`src/rtl/slice_config_loader.sv`:
```
// Word-serial configuration loader for the fracturable-LUT carry slice: shifts a
// bitstream into a shadow register and strobes cen once per complete image.
module slice_config_loader #(
    parameter int S_XX_BASE = 4,
    parameter int NUM_LUTS  = 4,
    parameter int WORD_W    = 8
) (
    input  logic                                        cclk,
    input  logic                                        rst,
    input  logic                                        start,
    input  logic [WORD_W-1:0]                           in_data,
    input  logic                                        in_valid,
    output logic                                        in_ready,
    output logic [NUM_LUTS*2*(2**S_XX_BASE+1)-1:0]      luts_config_out,
    output logic                                        config_use_cc,
    output logic                                        cen,
    output logic                                        busy,
    output logic                                        done
);

    localparam int CFG_SIZE = 2**S_XX_BASE + 1;
    localparam int TOTAL    = NUM_LUTS*2*CFG_SIZE + 1;
    localparam int NWORDS   = (TOTAL + WORD_W - 1) / WORD_W;
    localparam int SH_W     = NWORDS*WORD_W;
    localparam int CNT_W    = (NWORDS > 1) ? $clog2(NWORDS) : 1;

    typedef enum logic [1:0] {
        IDLE   = 2'd0,
        LOAD   = 2'd1,
        COMMIT = 2'd2,
        DONE   = 2'd3
    } state_t;

    state_t             state_r;
    state_t             state_nxt_s;
    logic [CNT_W-1:0]   wcnt_r;
    logic [SH_W-1:0]    sh_r;
    logic               xfer_s;
    logic               last_word_s;
    logic               load_entry_s;

    assign xfer_s       = in_valid && (state_r == LOAD);
    assign last_word_s  = (wcnt_r == CNT_W'(NWORDS-1));
    assign load_entry_s = start && ((state_r == IDLE) || (state_r == DONE));

    // Next-state decode; start is only honoured outside LOAD/COMMIT.
    always_comb begin
        state_nxt_s = state_r;
        case (state_r)
            IDLE: begin
                if (start) begin
                    state_nxt_s = LOAD;
                end else begin
                    state_nxt_s = IDLE;
                end
            end
            LOAD: begin
                if (xfer_s && last_word_s) begin
                    state_nxt_s = COMMIT;
                end else begin
                    state_nxt_s = LOAD;
                end
            end
            COMMIT: state_nxt_s = DONE;
            DONE: begin
                if (start) begin
                    state_nxt_s = LOAD;
                end else begin
                    state_nxt_s = DONE;
                end
            end
            default: state_nxt_s = IDLE;
        endcase
    end

    // State register.
    always_ff @(posedge cclk) begin
        if (rst) begin
            state_r <= IDLE;
        end else begin
            state_r <= state_nxt_s;
        end
    end

    // Word counter: restarts on every entry to LOAD, advances per accepted word.
    always_ff @(posedge cclk) begin
        if (rst) begin
            wcnt_r <= '0;
        end else if (load_entry_s) begin
            wcnt_r <= '0;
        end else if (xfer_s) begin
            wcnt_r <= wcnt_r + CNT_W'(1);
        end else begin
            wcnt_r <= wcnt_r;
        end
    end

    // Shadow register: first word ends up in the most significant bits.
    always_ff @(posedge cclk) begin
        if (rst) begin
            sh_r <= '0;
        end else if (xfer_s) begin
            sh_r <= {sh_r[SH_W-WORD_W-1:0], in_data};
        end else begin
            sh_r <= sh_r;
        end
    end

    // Status and strobe decode straight from the state register (glitch-free).
    always_comb begin
        in_ready = 1'b0;
        cen      = 1'b0;
        busy     = 1'b0;
        done     = 1'b0;
        case (state_r)
            IDLE:    begin end
            LOAD:    begin in_ready = 1'b1; busy = 1'b1; end
            COMMIT:  begin cen = 1'b1; busy = 1'b1; end
            DONE:    begin done = 1'b1; end
            default: begin end
        endcase
    end

    // The upper pad bits of word 0 are dropped here.
    assign config_use_cc   = sh_r[0];
    assign luts_config_out = sh_r[TOTAL-1:1];

endmodule

```
`config.mk`:
```
export PLATFORM = sky130hd
export DESIGN_NAME = slice_config_loader
export DESIGN_NICKNAME = d
export VERILOG_FILES = /design/src/rtl/slice_config_loader.sv
export SDC_FILE = /design/constraint.sdc
export NUM_CORES = 1
export LEC_CHECK = 0
export ABC_CLOCK_PERIOD_IN_PS = 1300
export BUFFER_PORTS_ARGS = -buffer_cell sky130_fd_sc_hd__buf_2
export CORE_MARGIN = 1.5
export CORE_UTILIZATION = 46
export CTS_BUF_LIST = sky130_fd_sc_hd__clkbuf_4 sky130_fd_sc_hd__clkbuf_8 sky130_fd_sc_hd__clkbuf_16
export CTS_CLUSTER_SIZE = 30
export DETAILED_ROUTE_END_ITERATION = 8
export PLACE_DENSITY = 0.75
export SETUP_SLACK_MARGIN = 0.05
export SYNTH_ARGS = -nofsm -noshare
export SYNTH_HDL_FRONTEND = slang
export SYNTH_SLANG_ARGS = --single-unit
export TNS_END_PERCENT = 100
```
`constraint.sdc`:
```
create_clock -name cclk -period 1.3 [get_ports cclk]
set_input_delay 0.39 -clock cclk [delete_from_list [all_inputs] [get_ports cclk]]
set_output_delay 0.39 -clock cclk [all_outputs]
set_load 0.01 [all_outputs]
```
==> run_results.csv, run 1 <==
group,metric,value,unit
outcome,status,"aborted with a tool error",
outcome,lastStage,"5_1_grt",
outcome,firstError,"[ERROR DPL-0038] Utilization greater than 100%, impossible to legalize",
yosys,synth_top_area_share,56.3,%
clock_network,numCtsBuffers,17,
yosys,syn_nets,656,
placed_design,place_congestion,0.794,
clock_network,ctsHtreeMaxLevel,4,
die,std_cell_rows,38,
yosys,syn_inst,638,
yosys,async_flop_share,0,%
die,io_pins,153,
grt,grt_max_degree,43,
clock_network,cts-root-buf,"clkbuf_8",
placed_design,io_buffers,152,
yosys,ys_seq_elements,144,
yosys,syn_area,5120,sq um
yosys,synth_area_leader_cell,"dfxtp_1",
placed_design,place_area,6120,sq um
die,die_h,109,um
yosys,synthTopCellsByArea,"dfxtp_1 56%, nand2_1 20%, a21oi_1 14%",
die,start_util,47.3,%
die,die_w,109,um
yosys,synth.distinct_cells,25,
yosys,yosys_warnings,0,
placed_design,place_hpwl,8.35,mm
yosys,ys.flop_type,"dfxtp_1",
placed_design,place_inst,908,
timing,postGrtWorstEndpoint,"cen",
yosys,synth_edf_count,0,
clock_network,cts_sinks,144,
clock_network,cts_buffer_depth,2,
yosys,synth_seq_area_share,56.3,%
timing,endpoint_type,"top-level output",
yosys,synth_area_per_cell,8.03,sq um
clock_network,ctsHoldBuffers,0,
-- Yosys cell counts, types with 2 or more instances --
master	instances
or3_1	2
nand2_1	276
xnor2_1	2
o21ai_0	2
clkbuf_1	21
a21oi_1	140
buf_1	3
nor2_1	3
buf_2	11
buf_6	11
inv_1	5
ha_1	6
dfxtp_1	144
-- per-stage QoR --
stage                     setup WS (ns)  hold WS (ns)
after floorplan                -0.00648         0.458
after global placement          -0.0188         0.440
after CTS                        -0.393        0.0729
after detailed placement        -0.0558         0.445
-- timing repair --
item,in CTS
resized for setup,351
pin swaps,60
gates cloned,29
buffers inserted,140
setup endpoints to repair,285
-- cells by family after synthesis --
logic type / Yosys count / share of synthesized area, %
AOI/OAI and AO/OA: 147 / 14.8
DFF: 144 / 56.3
adders and majority gates: 6 / 1.47
xor gates and xnor gates: 2 / 0.342
buffers and inverters: 52 / 5.76
and+or+nand+nor: 287 / 21.4
==> run 2: changes to the inputs <==
==> config.mk (replaced) <==
export PLATFORM = sky130hd
export DESIGN_NAME = slice_config_loader
export DESIGN_NICKNAME = d
export VERILOG_FILES = /design/src/rtl/slice_config_loader.sv
export SDC_FILE = /design/constraint.sdc
export NUM_CORES = 1
export LEC_CHECK = 0
export ABC_CLOCK_PERIOD_IN_PS = 1700
export BUFFER_PORTS_ARGS = -buffer_cell sky130_fd_sc_hd__buf_2
export CORE_MARGIN = 1.5
export CORE_UTILIZATION = 40
export DETAILED_ROUTE_END_ITERATION = 8
export PLACE_DENSITY_LB_ADDON = 0.15
export SYNTH_ARGS = -nofsm -noshare
export SYNTH_HDL_FRONTEND = slang
export SYNTH_SLANG_ARGS = --single-unit
export TNS_END_PERCENT = 100
==> constraint.sdc (replaced) <==
create_clock -name cclk -period 1.7 [get_ports cclk]
set_input_delay 0.51 -clock cclk [delete_from_list [all_inputs] [get_ports cclk]]
set_output_delay 0.51 -clock cclk [all_outputs]
set_load 0.01 [all_outputs]
==> run_results.csv, run 2 <==
group,metric,value,unit
outcome,status,"finished with violations",
outcome,violations,"negative setup slack",
clock_network,cts-root-buf,"clkbuf_16",
yosys,synthTopCellsByCount,"276 x nand2_1, 144 x dfxtp_1, 140 x a21oi_1, 21 x clkbuf_1",
min_path,hp-class,"in2reg",
yosys,synth_area_per_cell,8.03,sq um
die,die_h,116,um
yosys,async_flop_share,0,%
yosys,ys_seq_elements,144,
route,via_per_inst,4.80,
route,wire_per_inst,12.9,um
yosys,synth_top_area_share,56.3,%
yosys,synth_most_common_cell,"nand2_1",
timing,setup_viol,1,
layout,final_nets,791,
grt,first_global_vias,4152,
timing,fin_worst_skew,0.00623,ns
worst_setup_path,critical_path_arrival,1.20,ns
pwr,p_int,6.33,mW
yosys,synth.distinct_cells,25,
die,start_util,40.8,%
layout,syn2layout_area_growth,31.3,%
pwr,leakage,2.76,nW
pwr,powerDensity,1170,nW/um^2
yosys,syn_nets,656,
yosys,synth_seq_area_share,56.3,%
route,drtAntennaViolNets,0,
grt,grt-ovfl-total,0,
die,coreArea,12600,sq um
worst_setup_path,end_kind,"primary output",
grt,antenna_found_initial,0,
timing,timing.final.crit_share,100,%
yosys,synth_edf_count,0,
yosys,yosys_warnings,0,
grt,grt_pass1_wl,19.5,mm
clock_network,cts_sinks,144,
worst_setup_path,critPathRequiredTime,1.19,ns
layout,top_register,"sh_r",
placed_design,io_buffers,152,
timing,max_freq,586,MHz
clock_network,cts_tree,"built",
layout,n_antenna_cell,0,
clock_network,clk_latency,0.42,ns
worst_setup_path,worst_setup_path_start_kind,"register",
timing,final-hold-violation-count,0,
pwr,p_sw_share,19.8,%
pwr,finalPower,7.89,mW
yosys,syn_inst,638,
clock_network,cts.clk_slew.worst_paths,0.06,ns
layout,most-common-layout-cells,"276 x nand2_1, 148 x buf_2, 142 x dfxtp_1, 140 x a21oi_1, 17 x clkbuf_16",
clock_network,numCtsBuffers,17,
yosys,synth_area_leader_cell,"dfxtp_1",
worst_setup_path,rr_startpoint,"state_r[1]",
route,dr.pass1.iters,6,
worst_setup_path,critPathMaxFanout,3,
worst_setup_path,rr_worst_depth,6,
worst_setup_path,crit_start,"state_r[0]",
pwr,p_sw,1.56,mW
clock_network,ctsHtreeMaxLevel,4,
layout,largest_reg_flops,137,
route,drtIter0Drc,240,
timing,relSlewSlack,72.9,%
grt,grt_max_degree,77,
route,drcViolationCount,0,
layout,drive_gt1_share,26.1,%
yosys,syn_area,5120,sq um
worst_setup_path,criticalPathCategory,"reg2out",
pwr,p_comb_share,3.7,%
run,max_cap_violations,0,
worst_setup_path,r2r-end,"state_r[1]",
timing,tightest_slew,0.405,ns
die,die_w,116,um
layout,reg_top3,"sh_r: 137 flops, wcnt_r: 5 flops, state_r: 2 flops",
pwr,clock_power_share,53.2,%
timing,rsz0062_at_grt,"yes",
worst_setup_path,reg2reg_slack,0.20,ns
yosys,synthTopCellsByArea,"dfxtp_1 56%, nand2_1 20%, a21oi_1 14%",
timing,timing.hold.ws,0.328,ns
route,routed-via-count,4598,
timing,report.final.slew_viol_count,0,
min_path,hold_start,"in_data[0]",
clock_network,ctsHoldBuffers,0,
layout,utilization,53.5,%
die,die-area,13500,sq um
worst_setup_path,crit_end,"busy",
timing,period_minus_slack,1.71,ns
die,std_cell_rows,41,
pwr,seq_power_share,43.1,%
timing,worst_slack,-0.00528,ns
route,wl,12.4,mm
placed_design,place_hpwl,7.99,mm
yosys,ys.flop_type,"dfxtp_1",
pwr,ir_drop,0.691,mV
layout,layout_commonest_cell,"nand2_1",
die,io_pins,153,
placed_design,place_congestion,0.717,
grt,groute.usage.overall,18.3,%
clock_network,cts_buffer_depth,2,
run 2: cell counts after synthesis:
No cell type changed its count.
run 2: per-layer routing:
metal	vias up	wire length, um	track usage, %
met5	-	0	0
met4	0	217	8.54
met3	16	791	6.33
met2	107	6060	30.6
met1	2147	5310	21.2
li1	2328	-	-
run 2: repair_timing:
item                                   CTS  global route
gates resized for setup                 14             0
pin swaps                                1             1
gates cloned                             0             0
endpoints found under the hold margin    0             0
setup buffers                            1             3
setup endpoints to repair                3             4
run 2: cell type report:
| cell class | instances | area (sq um) |
|---|---|---|
| fill | 1258 | 5840 |
| sequential | 144 | 2890 |
| multi-input combinational | 442 | 1980 |
| timing repair buffer | 163 | 940 |
| clock buffer | 21 | 470 |
| tap | 172 | 215 |
| clock inverter | 11 | 208 |
| inverter | 5 | 21.3 |
run 2: metrics by stage:
step | cell area [sq um] | TNS [ns] | instances | worst slack, ns
6_report | 6720 | -0.00528 | 958 | -0.00528
5_1_grt | 6720 | -0.108 | 958 | -0.0395
4_1_cts | 6700 | -0.0482 | 955 | -0.0203
3_5_place_dp | 5960 | 0 | 922 | 0.128
3_3_place_gp | 5960 | 0 | 922 | 0.198
2_1_floorplan | 5120 | 0 | 638 | 0.241
run 2: critical path, cell delays in order, from the launching register on:
cell,delay (ns)
dfxtp_4,0.38
inv_4,0.05
ha_4,0.26
buf_6,0.09
run 2: kinds of logic after synthesis:
group                    synth area share (%)
adder cells (fa/ha/maj)                  1.47
XOR/XNOR                                0.342
AO/OA/AOI/OAI                            14.8
buffers and inverters                    5.76
flip-flops                               56.3
AND/OR/NAND/NOR                          21.4
run 2: power by group through the flow:
stage	clock (mW)	combinational [mW]	sequential [mW]
3_5_place_dp	0	0.271	3.47
6_report	4.20	0.288	3.40
2_1_floorplan	0	0.202	3.48
5_1_grt	4.44	0.316	3.40
3_3_place_gp	0	0.267	3.47
4_1_cts	4.28	0.283	3.40
run 2: worst min path at each step:
stage	to	slack (ns)	cells past startpoint
after floorplan	wcnt_r[4]	0.46	2
after global placement	sh_r[135]	0.44	2
after CTS	sh_r[0]	0.31	3
final	sh_r[0]	0.33	3
after global routing	sh_r[0]	0.33	3
after detailed placement	sh_r[135]	0.44	2
Power figures use the tool's default switching activity.
==> run 3: changes to the inputs <==
--- a/config.mk
+++ b/config.mk
@@ -8,7 +8,7 @@
 export ABC_CLOCK_PERIOD_IN_PS = 1700
 export BUFFER_PORTS_ARGS = -buffer_cell sky130_fd_sc_hd__buf_2
 export CORE_MARGIN = 1.5
-export CORE_UTILIZATION = 40
+export CORE_UTILIZATION = 50
 export DETAILED_ROUTE_END_ITERATION = 8
 export PLACE_DENSITY_LB_ADDON = 0.15
 export SYNTH_ARGS = -nofsm -noshare
==> run_results.csv, run 3 (synthesis results as in run 2) <==
group,metric,value,unit
outcome,status,"finished with violations",
outcome,violations,"negative setup slack",
die,std_cell_rows,36,
timing,relSlewSlack,73.3,%
timing,report.final.slew_viol_count,0,
route,via_per_inst,5.09,
clock_network,numCtsBuffers,17,
worst_setup_path,end_kind,"primary output",
route,drtIter0Drc,220,
layout,syn2layout_area_growth,30.3,%
timing,final-hold-violation-count,0,
pwr,leakage,2.74,nW
timing,fin_worst_skew,0.00599,ns
layout,final_nets,794,
placed_design,place_congestion,0.752,
grt,grt-ovfl-total,0,
clock_network,ctsHoldBuffers,0,
worst_setup_path,criticalPathCategory,"reg2out",
route,drtAntennaViolNets,0,
grt,antenna_found_initial,0,
route,wire_per_inst,13.3,um
layout,most-common-layout-cells,"276 x nand2_1, 147 x buf_2, 142 x dfxtp_1, 140 x a21oi_1, 16 x clkbuf_16",
route,dr.pass1.iters,7,
worst_setup_path,critPathMaxFanout,3,
timing,worst_slack,-0.0877,ns
timing,timing.final.crit_share,105,%
clock_network,ctsHtreeMaxLevel,4,
timing,max_freq,559,MHz
grt,grt_pass1_wl,20.0,mm
pwr,ir_drop,0.706,mV
clock_network,cts.clk_slew.worst_paths,0.06,ns
placed_design,place_hpwl,7.62,mm
worst_setup_path,path_buf_inv,2,
layout,drive_gt1_share,26.2,%
timing,tightest_slew,0.400,ns
layout,n_antenna_cell,0,
layout,layout_commonest_cell,"nand2_1",
run,max_cap_violations,0,
worst_setup_path,critPathRequiredTime,1.19,ns
placed_design,io_buffers,152,
die,die_h,104,um
clock_network,cts_tree,"built",
worst_setup_path,path_cells,"inv_4, ha_4, buf_6",
worst_setup_path,critical_path_arrival,1.28,ns
layout,top_register,"sh_r",
grt,first_global_vias,4329,
timing,setup_viol,4,
worst_setup_path,cpPeakStageDelay,0.37,ns
timing,rsz0062_at_grt,"yes",
placed_design,dp_slack,0.106,ns
timing,period_minus_slack,1.79,ns
route,drcViolationCount,0,
route,routed-via-count,4691,
worst_setup_path,critPathTopFamily,"flip-flops",
grt,groute.usage.overall,22.5,%
die,start_util,51.9,%
worst_setup_path,cp_slowest_cell,"dfxtp_4",
min_path,hp-class,"in2reg",
die,coreArea,9860,sq um
layout,largest_reg_flops,137,
layout,reg_top3,"sh_r: 137 flops, wcnt_r: 5 flops, state_r: 2 flops",
die,die_w,104,um
die,die-area,10900,sq um
route,wl,12.3,mm
pwr,finalPower,7.53,mW
clock_network,cts-root-buf,"clkbuf_8",
clock_network,cts_buffer_depth,2,
clock_network,cts_sinks,144,
clock_network,clk_latency,0.51,ns
worst_setup_path,worst_setup_path_start_kind,"register",
die,io_pins,153,
pwr,powerDensity,1130,nW/um^2
grt,grt_max_degree,80,
## run 3: changes by cell type in the layout (fill, tap and decap cells not counted), sizes merged
cell,delta
clkinvlp,+1
clkbuf,-1
bufinv,-2
clkinv,+1
buf,+3
inv,+1
## run 3: layer usage
layer / global-route usage [%] / vias up / wire, um
met1: 27.2 / 2198 / 5220
met3: 6.20 / 17 / 705
met5: 0 / - / 0
li1: - / 2337 / -
met4: 7.74 / 0 / 163
met2: 38.5 / 139 / 6180
## run 3: final timing paths
check / from / end / slack (ns) / depth (start not counted)
min: rst / state_r[1] / 0.22 / 2
max: state_r[0] / busy / -0.09 / 3
max reg2reg: state_r[0] / state_r[1] / 0.09 / 6
min reg2reg: sh_r[131] / sh_r[131] / 0.45 / 2
## run 3: per-stage QoR
step / area (sq um) / TNS [ns] / utilization, % / cells / hold WS [ns]
2_1_floorplan: 5120 / 0 / - / 638 / 0.458
3_3_place_gp: 5910 / 0 / 59.9 / 883 / 0.440
3_5_place_dp: 5910 / 0 / 59.9 / 883 / 0.446
4_1_cts: 6610 / -0.345 / 67.0 / 917 / 0.205
5_1_grt: 6670 / -0.446 / 67.7 / 922 / 0.207
6_report: 6670 / -0.321 / 67.7 / 922 / 0.219
## run 3: area by class of cell
class                           instances  area [sq um]
Multi-Input combinational cell        442          2000
Timing Repair Buffer                  166           972
Sequential cell                       144          2890
Inverter                                5          23.8
Clock inverter                         12           184
Clock buffer                           20           435
Fill cell                             840          3190
Tap cell                              133           166
## run 3: what timing repair did
| item | CTS | global route |
|---|---|---|
| resized for setup | 17 | 4 |
| pin swaps | 2 | 3 |
| setup buffers | 2 | 5 |
| endpoints found under the setup margin | 4 | 4 |
## run 3: power breakdown
part | switching, mW | internal, mW | leakage [nW]
Sequential | 0.0118 | 3.39 | 1.16
Clock | 1.40 | 2.43 | 0.296
Combinational | 0.204 | 0.0874 | 1.29
Total | 1.62 | 5.91 | 2.74
==> run 4: changes to the inputs <==
--- a/config.mk
+++ b/config.mk
@@ -10,6 +10,7 @@
 export CORE_MARGIN = 1.5
 export CORE_UTILIZATION = 50
 export DETAILED_ROUTE_END_ITERATION = 8
+export MAX_ROUTING_LAYER = met4
 export PLACE_DENSITY_LB_ADDON = 0.15
 export SYNTH_ARGS = -nofsm -noshare
 export SYNTH_HDL_FRONTEND = slang
==> run_results.csv, run 4 (synthesis results as in run 2) <==
group,metric,value,unit
layout,post-route-cell-area,6670,sq um
clock_network,cts_sinks,144,
placed_design,dp_slack,0.106,ns
die,io_pins,153,
min_path,hp-class,"in2reg",
worst_setup_path,critPathTopFamily,"flip-flops",
clock_network,cts.clk_slew.worst_paths,0.06,ns
placed_design,place_hpwl,7.62,mm
pwr,powerDensity,1130,nW/um^2
route,wl,12.3,mm
grt,antenna_found_initial,0,
clock_network,ctsHtreeMaxLevel,4,
timing,max_freq,559,MHz
grt,grt_pass1_wl,20.0,mm
worst_setup_path,criticalPathCategory,"reg2out",
worst_setup_path,worst_setup_path_start_kind,"register",
layout,syn2layout_area_growth,30.3,%
route,routed-via-count,4714,
layout,largest_reg_flops,137,
layout,drive_gt1_share,26.2,%
timing,period_minus_slack,1.79,ns
pwr,leakage,2.74,nW
timing,report.final.slew_viol_count,0,
worst_setup_path,rr_startpoint,"state_r[0]",
clock_network,cts_tree,"built",
clock_network,numCtsBuffers,17,
route,drcViolationCount,0,
timing,timing.hold.ws,0.215,ns
layout,layout_commonest_cell,"nand2_1",
grt,first_global_vias,4311,
placed_design,place_inst,883,
worst_setup_path,r2r-end,"state_r[1]",
worst_setup_path,crit_start,"state_r[0]",
route,drtIter0Drc,208,
timing,rsz0062_at_grt,"yes",
outcome,violations,"negative setup slack",
clock_network,cts-root-buf,"clkbuf_8",
die,die_h,104,um
grt,groute.usage.overall,23.1,%
worst_setup_path,cpPeakStageDelay,0.37,ns
route,dr.pass1.iters,5,
route,wire_per_inst,13.4,um
clock_network,ctsHoldBuffers,0,
placed_design,io_buffers,152,
die,die-area,10900,sq um
timing,relSlewSlack,72.9,%
pwr,finalPower,7.53,mW
worst_setup_path,path_cells,"inv_4, ha_4, buf_6",
placed_design,place_congestion,0.762,
worst_setup_path,cp_slowest_cell,"dfxtp_4",
layout,n_antenna_cell,0,
layout,final_nets,794,
pwr,ir_drop,0.706,mV
worst_setup_path,end_kind,"primary output",
timing,tightest_slew,0.405,ns
worst_setup_path,rr_worst_depth,6,
route,drtAntennaViolNets,0,
clock_network,clk_latency,0.51,ns
clock_network,cts_buffer_depth,2,
outcome,status,"finished with violations",
run,max_cap_violations,0,
timing,setup_viol,4,
layout,reg_top3,"sh_r: 137 flops, wcnt_r: 5 flops, state_r: 2 flops",
timing,timing.final.crit_share,105,%
die,start_util,51.9,%
layout,top_register,"sh_r",
timing,fin_worst_skew,0.00626,ns
die,coreArea,9860,sq um
worst_setup_path,cp_num_cells,3,
worst_setup_path,critPathRequiredTime,1.19,ns
worst_setup_path,critical_path_arrival,1.28,ns
die,die_w,104,um
worst_setup_path,path_buf_inv,2,
layout,instances_no_fill,922,
grt,grt_max_degree,80,
worst_setup_path,crit_end,"busy",
timing,final-hold-violation-count,0,
grt,grt-ovfl-total,0,
die,std_cell_rows,36,
worst_setup_path,critPathMaxFanout,3,
timing,worst_slack,-0.0904,ns
route,via_per_inst,5.11,
worst_setup_path,reg2reg_slack,0.09,ns
placed_design,place_area,5910,sq um
layout,most-common-layout-cells,"276 x nand2_1, 147 x buf_2, 142 x dfxtp_1, 140 x a21oi_1, 16 x clkbuf_16",
run 4: worst min path at each step:
| stage | endpoint | cells after the start | startpoint | slack [ns] |
|---|---|---|---|---|
| 2_1_floorplan | wcnt_r[4] | 2 | wcnt_r[4] | 0.46 |
| 3_3_place_gp | sh_r[131] | 2 | sh_r[131] | 0.44 |
| 3_5_place_dp | sh_r[135] | 2 | sh_r[135] | 0.45 |
| 4_1_cts | state_r[1] | 2 | rst | 0.21 |
| 5_1_grt | state_r[1] | 2 | rst | 0.21 |
| 6_report | state_r[1] | 2 | rst | 0.22 |
run 4: metal layers:
layer	GRT usage (%)	vias to the layer above	wire [um]
met5	-	-	0
met4	8.04	0	166
met3	5.26	17	629
met2	38.4	133	6190
met1	27.7	2229	5340
li1	-	2335	-
run 4: timing repair:
action,in CTS,in global routing
pin swaps,2,3
setup endpoints to repair,4,4
buffers inserted,2,5
gates resized for setup,17,4
run 4: power breakdown:
group	switching, mW	internal (mW)	total [mW]
Clock	1.41	2.43	3.84
Combinational	0.204	0.0874	0.292
Sequential	0.0118	3.39	3.40
Total	1.62	5.91	7.53
run 4: through the flow:
step	util, %	setup TNS (ns)
2_1_floorplan	-	0
3_3_place_gp	59.9	0
3_5_place_dp	59.9	0
4_1_cts	67.0	-0.345
5_1_grt	67.7	-0.443
6_report	67.7	-0.332
run 4: area by class of cell:
type,count,area [sq um]
clock buffers,20,435
clock inverters,12,184
fillers,840,3190
inverters,5,23.8
multi-input cells,442,2000
flip-flops and latches,144,2890
well taps,133,166
repair buffers,166,972
